### src/rtl/seq_mul_unit.sv
// seq_mul_unit -- sequential signed shift-add multiplier.
//
// Accepts a START strobe while idle, latches A and B, multiplies their
// unsigned magnitudes one bit of |B| per cycle (LSB first), then applies
// the sign in a final FIX cycle and registers the product.
//
// Optional feature macro: SEQ_MUL_EARLY_EXIT_EN
//   defined   : iteration count K = bit-length of |B| (0..N), latency K+1
//   undefined : K = N for every operand, fixed latency N+1
//   S and Carry_out are identical in both builds.
//
// Ports:
//   CLOCK      in   1    sole clock, rising edge
//   RESET      in   1    synchronous active-high reset (priority over START)
//   START      in   1    request strobe, sampled only while idle
//   A          in   N    signed multiplicand (two's complement)
//   B          in   N    signed multiplier (two's complement)
//   S          out  2N   signed product, held until next result or RESET
//   Carry_out  out  1    product does not fit in an N-bit signed value
//   BUSY       out  1    operation in flight (RUN or FIX)
//   DONE       out  1    one-cycle pulse marking a new S / Carry_out
module seq_mul_unit #(
  parameter int N = 8
) (
  input  logic           CLOCK,
  input  logic           RESET,
  input  logic           START,
  input  logic [N-1:0]   A,
  input  logic [N-1:0]   B,
  output logic [2*N-1:0] S,
  output logic           Carry_out,
  output logic           BUSY,
  output logic           DONE
);

  localparam int CW = $clog2(N + 1);

  typedef enum logic [1:0] {
    IDLE,
    RUN,
    FIX
  } state_t;

  state_t         state, state_nx;
  logic [2*N-1:0] acc;
  logic [2*N-1:0] mcand;
  logic [N-1:0]   mplier;
  logic           neg;
  logic [CW-1:0]  cnt;
  logic [CW-1:0]  k_start;
  logic [2*N-1:0] s_fix;
  logic           fits;

  // -2^(N-1) maps to 2^(N-1), which is still representable unsigned.
  function automatic logic [N-1:0] mag(input logic [N-1:0] x);
    return x[N-1] ? (~x + N'(1)) : x;
  endfunction

`ifdef SEQ_MUL_EARLY_EXIT_EN
  function automatic logic [CW-1:0] bit_len(input logic [N-1:0] x);
    logic [CW-1:0] len;
    len = '0;
    for (int unsigned i = 0; i < N; i++) begin
      if (x[i]) len = CW'(i + 1);
    end
    return len;
  endfunction
`endif

  always_comb begin
`ifdef SEQ_MUL_EARLY_EXIT_EN
    k_start = bit_len(mag(B));
`else
    k_start = CW'(N);
`endif
  end

  // Negating a zero magnitude wraps back to zero, so no special case needed.
  always_comb begin
    s_fix = neg ? (~acc + (2*N)'(1)) : acc;
    fits  = (&s_fix[2*N-1:N-1]) | ~(|s_fix[2*N-1:N-1]);
  end

  always_ff @(posedge CLOCK) begin
    if (RESET) state <= IDLE;
    else       state <= state_nx;
  end

  always_comb begin
    state_nx = state;
    BUSY     = (state != IDLE);
    case (state)
      IDLE: if (START) state_nx = (k_start == '0) ? FIX : RUN;
      RUN:  if (cnt == CW'(1)) state_nx = FIX;
      FIX:  state_nx = IDLE;
      default: state_nx = IDLE;
    endcase
  end

  always_ff @(posedge CLOCK) begin
    if (RESET) begin
      S         <= '0;
      Carry_out <= 1'b0;
      DONE      <= 1'b0;
      acc       <= '0;
      mcand     <= '0;
      mplier    <= '0;
      neg       <= 1'b0;
      cnt       <= '0;
    end else begin
      DONE <= 1'b0;
      case (state)
        IDLE: begin
          if (START) begin
            acc    <= '0;
            mcand  <= {{N{1'b0}}, mag(A)};
            mplier <= mag(B);
            neg    <= A[N-1] ^ B[N-1];
            cnt    <= k_start;
          end
        end
        RUN: begin
          if (mplier[0]) acc <= acc + mcand;
          mcand  <= mcand << 1;
          mplier <= mplier >> 1;
          cnt    <= cnt - CW'(1);
        end
        FIX: begin
          S         <= s_fix;
          Carry_out <= ~fits;
          DONE      <= 1'b1;
        end
        default: ;
      endcase
    end
  end

endmodule

### config.mk
export PLATFORM = sky130hd
export DESIGN_NAME = seq_mul_unit
export DESIGN_NICKNAME = d
export VERILOG_FILES = /design/src/rtl/seq_mul_unit.sv
export SDC_FILE = /design/constraint.sdc
export NUM_CORES = 1
export LEC_CHECK = 0
export ABC_CLOCK_PERIOD_IN_PS = 2600
export BUFFER_PORTS_ARGS = -buffer_cell sky130_fd_sc_hd__buf_2
export CAP_MARGIN = 20
export CORE_UTILIZATION = 54
export CTS_BUF_LIST = sky130_fd_sc_hd__clkbuf_16
export CTS_CLUSTER_DIAMETER = 50
export DETAILED_ROUTE_END_ITERATION = 16
export GPL_ROUTABILITY_DRIVEN = 0
export PLACE_DENSITY_LB_ADDON = 0.05
export SYNTH_ARGS = -nofsm -noshare
export SYNTH_HDL_FRONTEND = slang
export SYNTH_SLANG_ARGS = --single-unit
### constraint.sdc
create_clock -name CLOCK -period 2.6 [get_ports CLOCK]
set_input_delay 0.13 -clock CLOCK [delete_from_list [all_inputs] [get_ports CLOCK]]
set_output_delay 0.13 -clock CLOCK [all_outputs]
set_load 0.005 [all_outputs]
* Yosys cells after proc, flatten, opt, wreduce, memory -nomap -nowiden
Cells that the tools add are included.
** Operators by class
- Divide/modulo/power cells :: 0
- $mul :: 0
- Mux-type cells :: 16
- Add/sub/neg operators :: 5
- Eq/ne operators :: 6
- Reduce and logical (&&, ||, !) cells :: 9
- Shift operators :: 0
- Bitwise gates (word level) :: 7
- $lt $le $gt $ge :: 0
** Operators by type and width (count)
- 2-to-1 mux 16 bit :: 4
- case mux 16 bit (2 select lines) :: 2
- 2-to-1 mux 8 bit :: 3
- adder 16 x 1 -> 16 bit (second input constant) :: 1
- adder 16 bit :: 1
- adder 8 x 1 -> 8 bit (second input constant) :: 2
- NOT 16 bit :: 1
- NOT 8 bit :: 2
- case mux 8 bit (2 select lines) :: 1
- AND reduction 9 bit :: 1
- OR reduction 9 bit :: 1
- case mux 4 bit (2 select lines) :: 1
- != test 2 bit (second input constant) :: 3
- AND reduction 2 bit :: 3
- equality test 4 x 1 -> 1 bit (second input constant) :: 1
- 2-to-1 mux 2 bit :: 2
- 2-to-1 mux 4 bit :: 1
- case mux 2 bit (2 select lines) :: 1
- nonzero test 2 bit :: 2
- subtractor 4 x 1 -> 4 bit (second input constant) :: 1
- AND reduction 3 bit :: 1
- equality test 2 x 1 -> 1 bit (second input constant) :: 1
- equality test 2 bit (second input constant) :: 1
- logical NOT 2 bit :: 1
- 4 further kinds :: 5
** Word-level totals
- Output and inout bits :: 19
- Flip-flop bits (word level) :: 65
- Bits in latches :: 0
- Logic and storage cells :: 52
- Memory bits (writable) :: 0
- Memories :: 0
- Input port bits :: 19
- ROM bits :: 0

* Logic depth before layout (Yosys ltp)
- Word-level depth :: 7
- Mapped depth :: 11
- Depth with buffers taken out :: 11

* Worst setup path before layout
OpenSTA, ideal clock, no wires.
- Path kind :: reg-to-reg
- Start point :: register acc[1]
- End point :: register Carry_out
- Data required time :: 2.542 ns
- Library setup time :: 0.058 ns
- Setup slack :: 0.138 ns
- Buffers on the path :: 0
- Arrival :: 2.404 ns
- Stages on the path, launching flop included :: 11
- Period minus slack after synthesis :: 2.462 ns
- Cell sequence :: dfxtp_1 > inv_1 > ha_1 > or3b_4 > or3_4 > mux2_2 > a32o_1 > nand3_1 > nor4_1 > a2111o_1 > nand2_1
** On the way
- Longest elaborated chain between the ends :: 7
- Elaborated cells between the ends (all ways) :: 8
- Those cells by class :: add/sub: 1; mux: 1; bitwise: 4; reduce/logical: 2
** RTL lines
- from (decl) :: line 45 : logic [2*N-1:0] acc;
- from (signal assigned) :: line 123 : if (mplier[0]) acc <= acc + mcand;
- NOT 16 bit * :: line 80 : s_fix = neg ? (~acc + (2*N)'(1)) : acc;
- adder 16 x 1 -> 16 bit * :: line 80
- 2-to-1 mux 16 bit * :: line 80
- OR reduction 9 bit :: line 81 : fits = (&s_fix[2*N-1:N-1]) | ~(|s_fix[2*N-1:N-1]);
- NOT 1 bit :: line 81
- bitwise OR 1 bit * :: line 81
- NOT 1 bit * :: line 130 : Carry_out <= ~fits;
- to (signal assigned) :: line 130
- to (decl) :: line 31 : output logic Carry_out,
Mark *: on every way between the ends. The rest lies on a longest branch, timed or not.
A chain may end at the register's enable or synchronous reset.

* Worst setup path after layout
- Start point :: register acc[0]
- End point :: register Carry_out
The elaborated chain is that of the path after synthesis.

==> qor.yml <==
status: "complete, no violations"
drc_errors: 0
critPathRequiredTime_ps: 2860
seqPwrFrac_pct: 43.4
start_util_pct: 56.0
ys_seq_area_share_pct: 34.0
nets: 557
p_comb_share_pct: 11.2
syn-cell-area_sq_mm: 0.00382
die_area_sq_mm: 0.00742
drt-initial-drc-count: 150
clk_pin_slew_ps: 50
vias: 3429
die_y_um: 86.1
yosysWarnings: 0
grt_pass1_vias: 3118
cts_tree: "built"
max_cap_violations: 0
r2r-end: "Carry_out"
crit_path_start: "acc[0]"
cp_max_fo: 6
ff2ff_setup_slack_ps: 70
synth.distinct_cells: 52
cts_root_buf: "clkbuf_16"
diodes: 0
grt_max_degree: 36
dp_slack_ps: 57.2
wl_mm: 8.46
max_freq_mhz: 395
h-tree-depth: 3
viasPerCell: 5.56
switching_power_mw: 0.593
clkLatencyLatePin_ps: 320
cts_buffer_depth: 2
synth_edf_count: 0
synth-seq-cells: 65
antenna_left: 0
port-buffer-count: 37
antenna_found_initial: 0
hold_viol: 0
end_kind: "flip-flop"
crit_end: "Carry_out"
core_area_sq_mm: 0.00683
postSynthNetCount: 518
max-vdd-ir-drop_mv: 0.320
max-slew-margin-rel_pct: 44.3
ys_async_sr_fraction_pct: 0
gr-total-overflow: 0
worstMarginPinSlew_ps: 833
clockPowerShare_pct: 45.4
layout-drive-gt1-share_pct: 16.9
cts_made_buffers: 9
rr_worst_depth: 10
p_total_mw: 2.46
min_period_ps: 2530
grt_first_pass_wirelength_mm: 14.2
cp-start-kind: "flip-flop"
synthFlopType: "dfxtp_1"
wire_per_inst_um: 13.7
finalMaxSlewViolations: 0
die_x_um: 86.1
cts_num_sinks: 65
fin_skew_ps: 3.48
num_rows: 30
setup.worst_path.class: "flip-flop to flip-flop"
leakage_nw: 1.90
setup_violations: 0
power_density_mw_per_mm2: 551
fin_ws_ps: 67.2
syn_inst: 478
dp_hpwl_mm: 6.18
syn_to_final_growth_pct: 16.8
syn_avg_cell_area_sq_um: 8.00
io_pins: 38
grt.total_usage_pct: 24.3
r2r_start: "acc[0]"
hp-class: "primary input to flip-flop"
worstPathArrival_ps: 2800
p_int_mw: 1.87
period_share_pct: 97.4
switching_share_pct: 24.1
first_pass_iters: 4
==> critical path, stage by stage, from the launching register on <==
cell      delay [ps]
dfxtp_4          360
inv_1             60
ha_2             170
or3b_4           390
or2_2            340
o21ai_0          210
xor2_1           260
buf_4            160
nor4_1            50
a2111o_1         410
nand2_1           70
==> through the flow <==
step	instances	hold WS (ps)	utilization [%]	TNS, ps	instance area [sq um]
5_1_grt	617	92.1	65.4	-40.4	4470
4_1_cts	613	88.3	64.7	0	4420
2_1_floorplan	478	266	-	0	3820
3_3_place_gp	598	423	60.7	0	4150
3_5_place_dp	598	428	60.7	0	4150
6_report	617	97.9	65.4	0	4470
==> cells in the mapped netlist, types with 2 or more instances <==
master	number	share of area [%]
a21o_1	10	2.0
a32o_1	2	0.52
xor2_1	17	3.9
ha_1	20	6.5
a22o_1	6	1.4
xnor2_1	20	4.6
a22oi_1	11	2.2
or4_4	3	0.88
nand3b_1	2	0.39
a32oi_1	2	0.46
nor2b_1	6	0.98
nor2_1	66	6.5
o31ai_1	11	2.2
nor4b_1	2	0.46
nand3_1	15	2.0
inv_1	16	1.6
nor4_1	3	0.49
a221oi_1	6	1.4
a21oi_1	40	5.2
or2_2	4	0.65
nor3_1	4	0.52
clkbuf_1	28	2.7
nand2b_1	6	0.98
nand2_1	45	4.4
a211oi_1	18	3.5
and2_1	2	0.33
o21ai_0	19	2.5
a31oi_1	2	0.33
mux2i_1	3	0.79
dfxtp_1	65	34
or3_1	3	0.49
==> power by group through the flow <==
stage / clock, mW / combinational, mW / sequential, mW
2_1_floorplan: 0 / 0.205 / 1.07
4_1_cts: 1.14 / 0.274 / 1.07
5_1_grt: 1.18 / 0.314 / 1.07
6_report: 1.12 / 0.276 / 1.07
3_3_place_gp: 0 / 0.268 / 1.09
3_5_place_dp: 0 / 0.273 / 1.09
==> area by class of cell <==
cell class | count | area [sq um]
Tap cell | 96 | 120
Multi-Input combinational cell | 367 | 2360
Clock buffer | 9 | 225
Fill cell | 579 | 2360
Clock inverter | 6 | 52.6
Inverter | 16 | 60.1
Timing Repair Buffer | 58 | 343
Sequential cell | 65 | 1310
==> flip-flops by register name (all words and copies together), names as in the netlist <==
register / flops
S: 16
acc: 16
mcand: 16
mplier: 8
cnt: 4
state: 2
Carry_out: 1
DONE: 1
neg: 1
==> layer usage <==
metal	track usage, %	vias up	part of all wire (%)
met2	41.0	86	48
met5	0	-	0
met3	5.29	11	4.2
met4	8.64	0	1.3
met1	30.6	1545	46
li1	-	1787	-
==> cells in the final DEF, fill, tap and decap left out, types with 5 or more instances in the layout <==
cell / netlist / layout
xnor2_1: 20 / 20
a211oi_1: 18 / 18
xor2_1: 17 / 17
buf_4: 0 / 21
o21ai_0: 19 / 18
dfxtp_1: 65 / 64
nor2b_1: 6 / 5
o31ai_1: 11 / 10
inv_1: 16 / 17
a221oi_1: 6 / 6
buf_2: 1 / 37
a21o_1: 10 / 10
ha_1: 20 / 19
a21oi_1: 40 / 40
a22oi_1: 11 / 11
nand2b_1: 6 / 6
nand2_1: 45 / 45
a22o_1: 6 / 6
nor2_1: 66 / 66
clkbuf_16: 0 / 9
nand3_1: 15 / 15
==> timing repair <==
action,in CTS,in global routing
hold buffers,0,0
setup buffers,0,4
resized for setup,0,7
endpoints found under the setup margin,0,1
==> how the worst min path moves through the flow <==
stage	depth (start not counted)	slack, ps	from	to
after floorplan	2	270	A[0]	mcand[0]
after global placement	3	420	A[0]	mcand[0]
after detailed placement	3	430	A[0]	mcand[0]
after CTS	3	90	A[0]	mcand[0]
after global routing	3	90	A[0]	mcand[0]
final	3	100	A[0]	mcand[0]
==> kinds of logic (layout without fill, tap and decap cells) <==
group                    Yosys count  after routing  share of synthesized area (%)
AO/OA/AOI/OAI                    137            137                           24.1
adder cells (fa/ha/maj)           21             21                           7.07
buffers and inverters             46             89                           4.55
XOR/XNOR                          37             37                           8.48
multiplexers                       4              4                           1.08
AND/OR/NAND/NOR                  168            168                           20.6
flip-flops                        65             65                           34.0
Note: power is estimated with default switching activity, not from simulation.
